--- src/rtl/instruction_register_pkg.sv ---
// Shared constants for the instruction register and the decode/control logic
// that consumes it.
//   IR_WIDTH   : width of the full instruction word
//   BYTE_WIDTH : width of one loadable half
//   LH_LOW     : LH encoding that selects IROut[7:0]
//   LH_HIGH    : LH encoding that selects IROut[15:8]
package instruction_register_pkg;
  localparam int IR_WIDTH   = 16;
  localparam int BYTE_WIDTH = 8;

  localparam logic LH_LOW  = 1'b0;
  localparam logic LH_HIGH = 1'b1;

  typedef logic [IR_WIDTH-1:0]   ir_word_t;
  typedef logic [BYTE_WIDTH-1:0] ir_byte_t;
endpackage

--- src/rtl/instruction_register.sv ---
// 16-bit instruction register assembled one byte per clock.
//   Clock : single clock, all updates on the rising edge
//   Reset : synchronous active-high, loads RESET_VALUE, wins over Write
//   I     : byte to load
//   Write : 1 = load the half selected by LH, 0 = hold
//   LH    : 0 = low byte [7:0], 1 = high byte [15:8]
//   IROut : register contents; IROut is the storage itself (no output stage)
module instruction_register
  import instruction_register_pkg::*;
#(
  parameter logic [IR_WIDTH-1:0] RESET_VALUE = 16'h0000
) (
  input  logic                  Clock,
  input  logic                  Reset,
  input  logic [BYTE_WIDTH-1:0] I,
  input  logic                  Write,
  input  logic                  LH,
  output logic [IR_WIDTH-1:0]   IROut
);

  // LH is deliberately not X-guarded: anything other than LH_HIGH loads the
  // low half, which keeps the decode to a single mux select.
  always_ff @(posedge Clock) begin
    if (Reset) begin
      IROut <= RESET_VALUE;
    end else if (Write) begin
      if (LH == LH_HIGH) IROut[IR_WIDTH-1 -: BYTE_WIDTH] <= I;
      else               IROut[BYTE_WIDTH-1:0]           <= I;
    end
  end

endmodule

--- config.mk ---
export PLATFORM = sky130hd
export DESIGN_NAME = instruction_register
export DESIGN_NICKNAME = d
export VERILOG_FILES = /design/src/rtl/instruction_register_pkg.sv /design/src/rtl/instruction_register.sv
export SDC_FILE = /design/constraint.sdc
export NUM_CORES = 1
export LEC_CHECK = 0
export ABC_AREA = 1
export CORE_MARGIN = 5
export CORE_UTILIZATION = 40
export CTS_CLUSTER_DIAMETER = 150
export CTS_CLUSTER_SIZE = 25
export DETAILED_ROUTE_END_ITERATION = 10
export PLACE_DENSITY = 0.76
export SLEW_MARGIN = 20
export SYNTH_ARGS = -nofsm -noshare
export SYNTH_HDL_FRONTEND = slang
export SYNTH_SLANG_ARGS = --single-unit
--- constraint.sdc ---
create_clock -name Clock -period 0.9 [get_ports Clock]
set_input_delay 0.27 -clock Clock [delete_from_list [all_inputs] [get_ports Clock]]
set_output_delay 0.27 -clock Clock [all_outputs]
set_load 0.05 [all_outputs]
==> results of run 1 <==
[how the worst min path moves through the flow]
stage | start | end | slack (ns) | depth (start not counted)
after global routing | IROut[8] | IROut[8] | 0.51 | 2
after global placement | IROut[13] | IROut[13] | 0.49 | 2
final | IROut[13] | IROut[13] | 0.49 | 2
after detailed placement | IROut[11] | IROut[11] | 0.49 | 2
after floorplan | I[2] | IROut[10] | 0.42 | 2
after CTS | IROut[11] | IROut[11] | 0.49 | 2
[layout by cell type (no fill, tap or decap), types with 2 or more instances in the layout]
| cell type | synthesis | final |
|---|---|---|
| nand3_1 | 16 | 16 |
| a21oi_1 | 8 | 8 |
| buf_4 | 1 | 3 |
| inv_1 | 9 | 8 |
| nor2_1 | 16 | 16 |
| nand2_1 | 16 | 16 |
| inv_2 | 1 | 2 |
| dfxtp_2 | 0 | 15 |
| buf_12 | 0 | 19 |
| clkbuf_4 | 0 | 3 |
| clkdlybuf4s50_1 | 0 | 9 |
| dlygate4sd2_1 | 0 | 2 |
[logic make-up (layout without fill, tap and decap cells)]
kind of cell           count (synthesis)  in the layout  synth area share (%)
and+or+nand+nor                       50             50                  33.1
DFF                                   16             16                  48.8
buffers and inverters                 15             48                  12.0
AOI/OAI and AO/OA                      8              8                  6.10
[repair_timing]
action	CTS	global route
pin swaps	1	1
buffers inserted	0	3
endpoints found under the setup margin	32	21
hold buffers	0	0
gates resized for setup	18	2
[layer usage]
metal  up-vias  share of wire, %  wire, um  GRT usage [%]
li1        344                 -         -              -
met1       285                42       692           16.2
met2        26                48       799           22.7
met3         6               6.8       114           4.14
met4         0               3.5        59           6.38
met5         -                 0         0              0
[final cells by class]
cell class | instances | area (um2) | share of cell area (%)
clock buffer | 4 | 36.3 | 3.00
inverter | 11 | 43.8 | 3.62
multi-input combinational | 58 | 258 | 21.3
sequential | 16 | 343 | 28.3
tap | 16 | 20.0 | 1.65
timing repair buffer | 33 | 510 | 42.1
[metrics by stage]
stage / instance area (um2) / power, mW / TNS [ns] / hold WS, ns / utilization (%)
global placement: 1120 / 1.30 / -6.42 / 0.487 / 73.5
global route: 1210 / 1.88 / -3.12 / 0.509 / 79.5
floorplan: 657 / 1.04 / 0 / 0.422 / -
detailed placement: 1120 / 1.31 / -7.48 / 0.491 / 73.5
CTS: 1170 / 1.80 / -2.75 / 0.491 / 77.0
finish: 1210 / 1.80 / -2.60 / 0.489 / 79.5
[power by group through the flow]
stage	Combinational [mW]	Sequential (mW)	Clock [mW]
after floorplan	0.117	0.922	0
after global placement	0.492	0.806	0
after detailed placement	0.500	0.806	0
after CTS	0.500	0.799	0.500
after global routing	0.547	0.803	0.532
final	0.518	0.797	0.483
==> qor.tcl, run 1 <==
set qor(run_status) {complete, but fails checks}
set qor(failing_checks) {negative setup slack}
set qor(worst_setup_path_start_kind) {flop}
set qor(initial_core_util_pct) 43.1
set qor(number_of_synthesized_flops_with_an_enable_pin) 0
set qor(power.density_cell_area_mw_per_mm2) 1480
set qor(place_inst) 131
set qor(largest_register_ffs) 16
set qor(cts.sink_count) 16
set qor(tritoncts) {built}
set qor(timing_worst_setup_path_type) {reg2out}
set qor(row_count) 14
set qor(route.detailed.drc) 0
set qor(wire_length_of_the_first_global_routing_pass_um) 2740
set qor(core_area_mm2) 0.00152
set qor(die_y_um) 50.5
set qor(worst_setup_path_startpoint) {IROut[15]}
set qor(post-place-ws_ns) -0.524
set qor(relSlewSlack_pct) 87.7
set qor(r2r_setup_slk_ns) 0.19
set qor(critPathSlowestCell) {dfxtp_2}
set qor(power.combinational.fraction_pct) 28.8
set qor(cp_data_required_time_ns) 0.63
set qor(final_min_period_over_clock_period_pct) 119
set qor(power_switching_uw) 536
set qor(critPathMaxStageDelay_ns) 0.37
set qor(seq_power_share_pct) 44.3
set qor(floorplan.die.width_um) 50.5
set qor(netlist.area_leader.share_pct) 48.8
set qor(yosys_register_bits) 16
set qor(route.detailed.wl_per_inst_um) 12.1
set qor(critical_path.n_buffers_inverters) 1
set qor(fmax_mhz) 934
set qor(groute.usage.overall_pct) 13.8
set qor(top_register) {IROut}
set qor(end_kind) {output port}
set qor(irDropWorstVdd_mv) 1.01
set qor(dominantRegCellSynth) {dfxtp_1}
set qor(timing.rr.end) {IROut[0]}
set qor(grt_max_degree) 19
set qor(io_buffers) 27
set qor(dr_total_vias) 661
set qor(routed_wl_um) 1670
set qor(power.leakage_nw) 0.534
set qor(post_synth.cell_area_avg_um2) 7.38
set qor(gpl.final_weighted_congestion) 0.728
set qor(final_min_period_ns) 1.07
set qor(p_sw_share_pct) 29.8
set qor(post_synth_num_cell_types) 13
set qor(p_int_mw) 1.26
set qor(ios) 28
set qor(final-hold-violation-count) 0
set qor(synth_sequential_area_ratio_pct) 48.8
set qor(slack_of_the_critical_path_ns) -0.171
set qor(layout-area-overhead-vs-synth_pct) 84.4
set qor(worst_r2r_startpoint) {IROut[0]}
set qor(max_cap_violations) 0
set qor(power.clock.fraction_pct) 26.9
set qor(worst_setup_path_endpoint) {IROut[15]}
set qor(critPathMaxFanout) 2
set qor(clk_transition_reported_paths_ns) 0.09
set qor(vias_in_the_first_global_route) 631
set qor(cp.arrival_ns) 0.80
set qor(post_drt_via_cell_ratio) 4.79
set qor(post_synth_main_area_contributors) {dfxtp_1 (49%), nand3_1 (12%), nand2_1 (9.1%)}
set qor(layout_cells_excl_fill) 138
set qor(ctsHtreeMaxLevel) 1
set qor(die_area_mm2) 0.00255
set qor(finish.net_count) 135
set qor(layout_top_registers) {IROut (16)}
set qor(cts_inserted_buffers) 3
set qor(setup_viol_count_final) 16
set qor(initialDrtViolationCount) 8
set qor(post-dp-hpwl_um) 1270
set qor(globalRouteOverflowTotal) 0
set qor(layout-drive-gt1-share_pct) 38.5
set qor(synth_top_cells_by_count) {dfxtp_1 (16), nand2_1 (16), nand3_1 (16), nor2_1 (16), inv_1 (9)}
set qor(insertedDiodeCount) 0
set qor(synthesized_netlist_cell_count) 89
set qor(max_slew.worst_pin.slew_ns) 0.184
set qor(number_of_buffers_on_the_longest_clock_path) 2
set qor(synth_top_cell_by_area) {dfxtp_1}
set qor(dr.pass1.iters) 5
set qor(min_path_type) {reg2reg}
set qor(crit_cells) 1
set qor(buffer_type_at_the_clock_tree_root) {clkbuf_4}
set qor(grt_antenna_before_repair) 0
set qor(worst_clock_skew_ns) 0
set qor(n_fill_cell) 97
set qor(synth-warning-count) 0
set qor(synth_nets) 101
set qor(synth_async_sr_flop_share_pct) 0
set qor(rsz0062_at_grt) {true}
set qor(number_of_nets_with_antenna_violations_after_routing) 0
set qor(cp_top_family) {flip-flops}
set qor(cells_on_worst_reg2reg_path) 3
set qor(synthesis.area_um2) 657
set qor(clock_latency_ns) 0.29
set qor(cell_by_cell_listing_of_the_critical_path) {buf_12}
set qor(final-max-slew-violation-count) 0
Note: power is estimated with default switching activity, not from simulation.
==> run 2: changes to the inputs <==
Clock period 0.9 ns to 1.15 ns, I/O delays scaled along.
==> run 2 against run 1 <==
First-iteration DRC count unchanged. Critical path type unchanged. Core utilization is 1.4 points lower. Largest cell class unchanged. Critical endpoint unchanged. Combinational power decreased by 24%. Via count fell by 4.1%. Total power fell by 22%. Worst setup slack improved by 0.18 ns. Wire length decreased by 5.6%. Cell count is 1.4% lower. The flow now finishes without violations. Global-route usage did not move. Clock power down 22%. Sequential share of layout area grew 0.51 points. Die area unchanged.
==> qor.tcl, run 2 (synthesized netlist as in run 1, its figures left out) <==
set qor(post-dp-hpwl_um) 1270
set qor(critPathMaxFanout) 2
set qor(cp_top_family) {flip-flops}
set qor(post_drt_via_cell_ratio) 4.66
set qor(tritoncts) {built}
set qor(largest_register_ffs) 16
set qor(totalPowerFinal_mw) 1.39
set qor(cts.sink_count) 16
set qor(critical_path.n_buffers_inverters) 1
set qor(die_y_um) 50.5
set qor(relSlewSlack_pct) 85.6
set qor(r2r_setup_slk_ns) 0.43
set qor(clock_latency_ns) 0.29
set qor(final_min_period_ns) 1.14
set qor(worst_setup_path_startpoint) {IROut[15]}
set qor(setup_viol_count_final) 0
set qor(core_area_mm2) 0.00152
set qor(wire_length_of_the_first_global_routing_pass_um) 2740
set qor(cell_by_cell_listing_of_the_critical_path) {buf_12}
set qor(timing_worst_setup_path_type) {reg2out}
set qor(run_status) {complete, no violations}
set qor(routed_wl_um) 1570
set qor(groute.usage.overall_pct) 13.8
set qor(layout.cells.most_common_list) {buf_12 (18), nor2_1 (16), nand3_1 (16), nand2_1 (16), dfxtp_2 (15)}
set qor(critPathSlowestCell) {dfxtp_2}
set qor(final-hold-violation-count) 0
set qor(initial_core_util_pct) 43.1
set qor(crit_cells) 1
set qor(power.leakage_nw) 0.525
set qor(power.combinational.fraction_pct) 28.3
set qor(layout.cells.most_common) {buf_12}
set qor(max_cap_violations) 0
set qor(initialDrtViolationCount) 8
set qor(number_of_nets_with_antenna_violations_after_routing) 0
set qor(dr_total_vias) 634
set qor(timing.rr.end) {IROut[0]}
set qor(seq_power_share_pct) 44.7
set qor(fmax_mhz) 876
set qor(layout_top_registers) {IROut (16)}
set qor(die_area_mm2) 0.00255
set qor(cp.arrival_ns) 0.80
set qor(p_sw_share_pct) 29.7
set qor(place_inst) 131
set qor(cts_inserted_buffers) 3
set qor(max_slew.worst_pin.slew_ns) 0.216
set qor(ios) 28
set qor(power.density_cell_area_mw_per_mm2) 1170
set qor(row_count) 14
set qor(cells_on_worst_reg2reg_path) 3
set qor(io_buffers) 27
set qor(worst_setup_path_endpoint) {IROut[15]}
set qor(worst_r2r_startpoint) {IROut[0]}
set qor(floorplan.die.width_um) 50.5
set qor(layout_cells_excl_fill) 136
set qor(power.clock.fraction_pct) 26.9
set qor(irDropWorstVdd_mv) 0.803
set qor(dr.pass1.iters) 4
set qor(vias_in_the_first_global_route) 631
set qor(post-place-ws_ns) -0.349
set qor(critPathMaxStageDelay_ns) 0.37
set qor(setup-tns-final_ns) 0
set qor(power_switching_uw) 414
set qor(rsz0062_at_grt) {true}
set qor(ctsHtreeMaxLevel) 1
set qor(buffer_type_at_the_clock_tree_root) {clkbuf_4}
set qor(layout-area-overhead-vs-synth_pct) 81.1
set qor(grt_antenna_before_repair) 0
set qor(slack_of_the_critical_path_ns) 0.00815
set qor(cp_data_required_time_ns) 0.81
set qor(globalRouteOverflowTotal) 0
set qor(top_register) {IROut}
set qor(min_path_type) {reg2reg}
set qor(insertedDiodeCount) 0
set qor(worst_setup_path_start_kind) {flop}
set qor(clk_transition_reported_paths_ns) 0.09
set qor(grt_max_degree) 19
set qor(layout-drive-gt1-share_pct) 36.7
set qor(route.detailed.drc) 0
set qor(p_int_uw) 980
set qor(finish.net_count) 133
set qor(end_kind) {output port}
set qor(gpl.final_weighted_congestion) 0.728
set qor(route.detailed.wl_per_inst_um) 11.6
set qor(final-max-slew-violation-count) 0
set qor(worst_clock_skew_ns) 0
set qor(final_min_period_over_clock_period_pct) 99.3
set qor(number_of_buffers_on_the_longest_clock_path) 2
run 2: how the worst min path moves through the flow:
| stage | startpoint | end | cells past startpoint |
|---|---|---|---|
| detailed placement | IROut[11] | IROut[11] | 2 |
| finish | IROut[13] | IROut[13] | 2 |
| CTS | IROut[11] | IROut[11] | 2 |
| global route | IROut[8] | IROut[8] | 2 |
| floorplan | I[2] | IROut[10] | 2 |
| global placement | IROut[13] | IROut[13] | 2 |
run 2: stage by stage:
| stage | area (um2) | hold WS, ns | util, % |
|---|---|---|---|
| floorplan | 657 | 0.497 | - |
| global placement | 1120 | 0.487 | 73.5 |
| detailed placement | 1120 | 0.491 | 73.5 |
| CTS | 1170 | 0.491 | 77.1 |
| global route | 1190 | 0.508 | 78.1 |
| finish | 1190 | 0.488 | 78.1 |
run 2: area by class of cell:
cell class / instances / area, um2
clock buffers: 4 / 36.3
fillers: 101 / 334
inverters: 11 / 43.8
multi-input cells: 58 / 263
flip-flops and latches: 16 / 343
well taps: 16 / 20.0
repair buffers: 31 / 484
run 2: power groups by stage:
stage,logic (mW),clock network [mW],registers (mW)
floorplan,0.0916,0,0.721
global placement,0.385,0,0.630
detailed placement,0.392,0,0.631
CTS,0.392,0.391,0.625
global route,0.418,0.417,0.629
finish,0.395,0.376,0.623
run 2: timing repair:
| action | CTS | global route |
|---|---|---|
| buffers inserted | 0 | 1 |
| pin swaps | 1 | 0 |
| hold endpoints to repair | 0 | 0 |
| endpoints found under the setup margin | 24 | 19 |
| hold buffers | 0 | 0 |
| gates resized for setup | 17 | 2 |
run 2: layer usage:
metal,vias up,GRT usage (%),part of all wire [%]
met3,2,4.14,6.5
met4,0,6.38,1.4
met5,-,0,0
li1,339,-,-
met1,271,16.2,44
met2,22,22.7,48
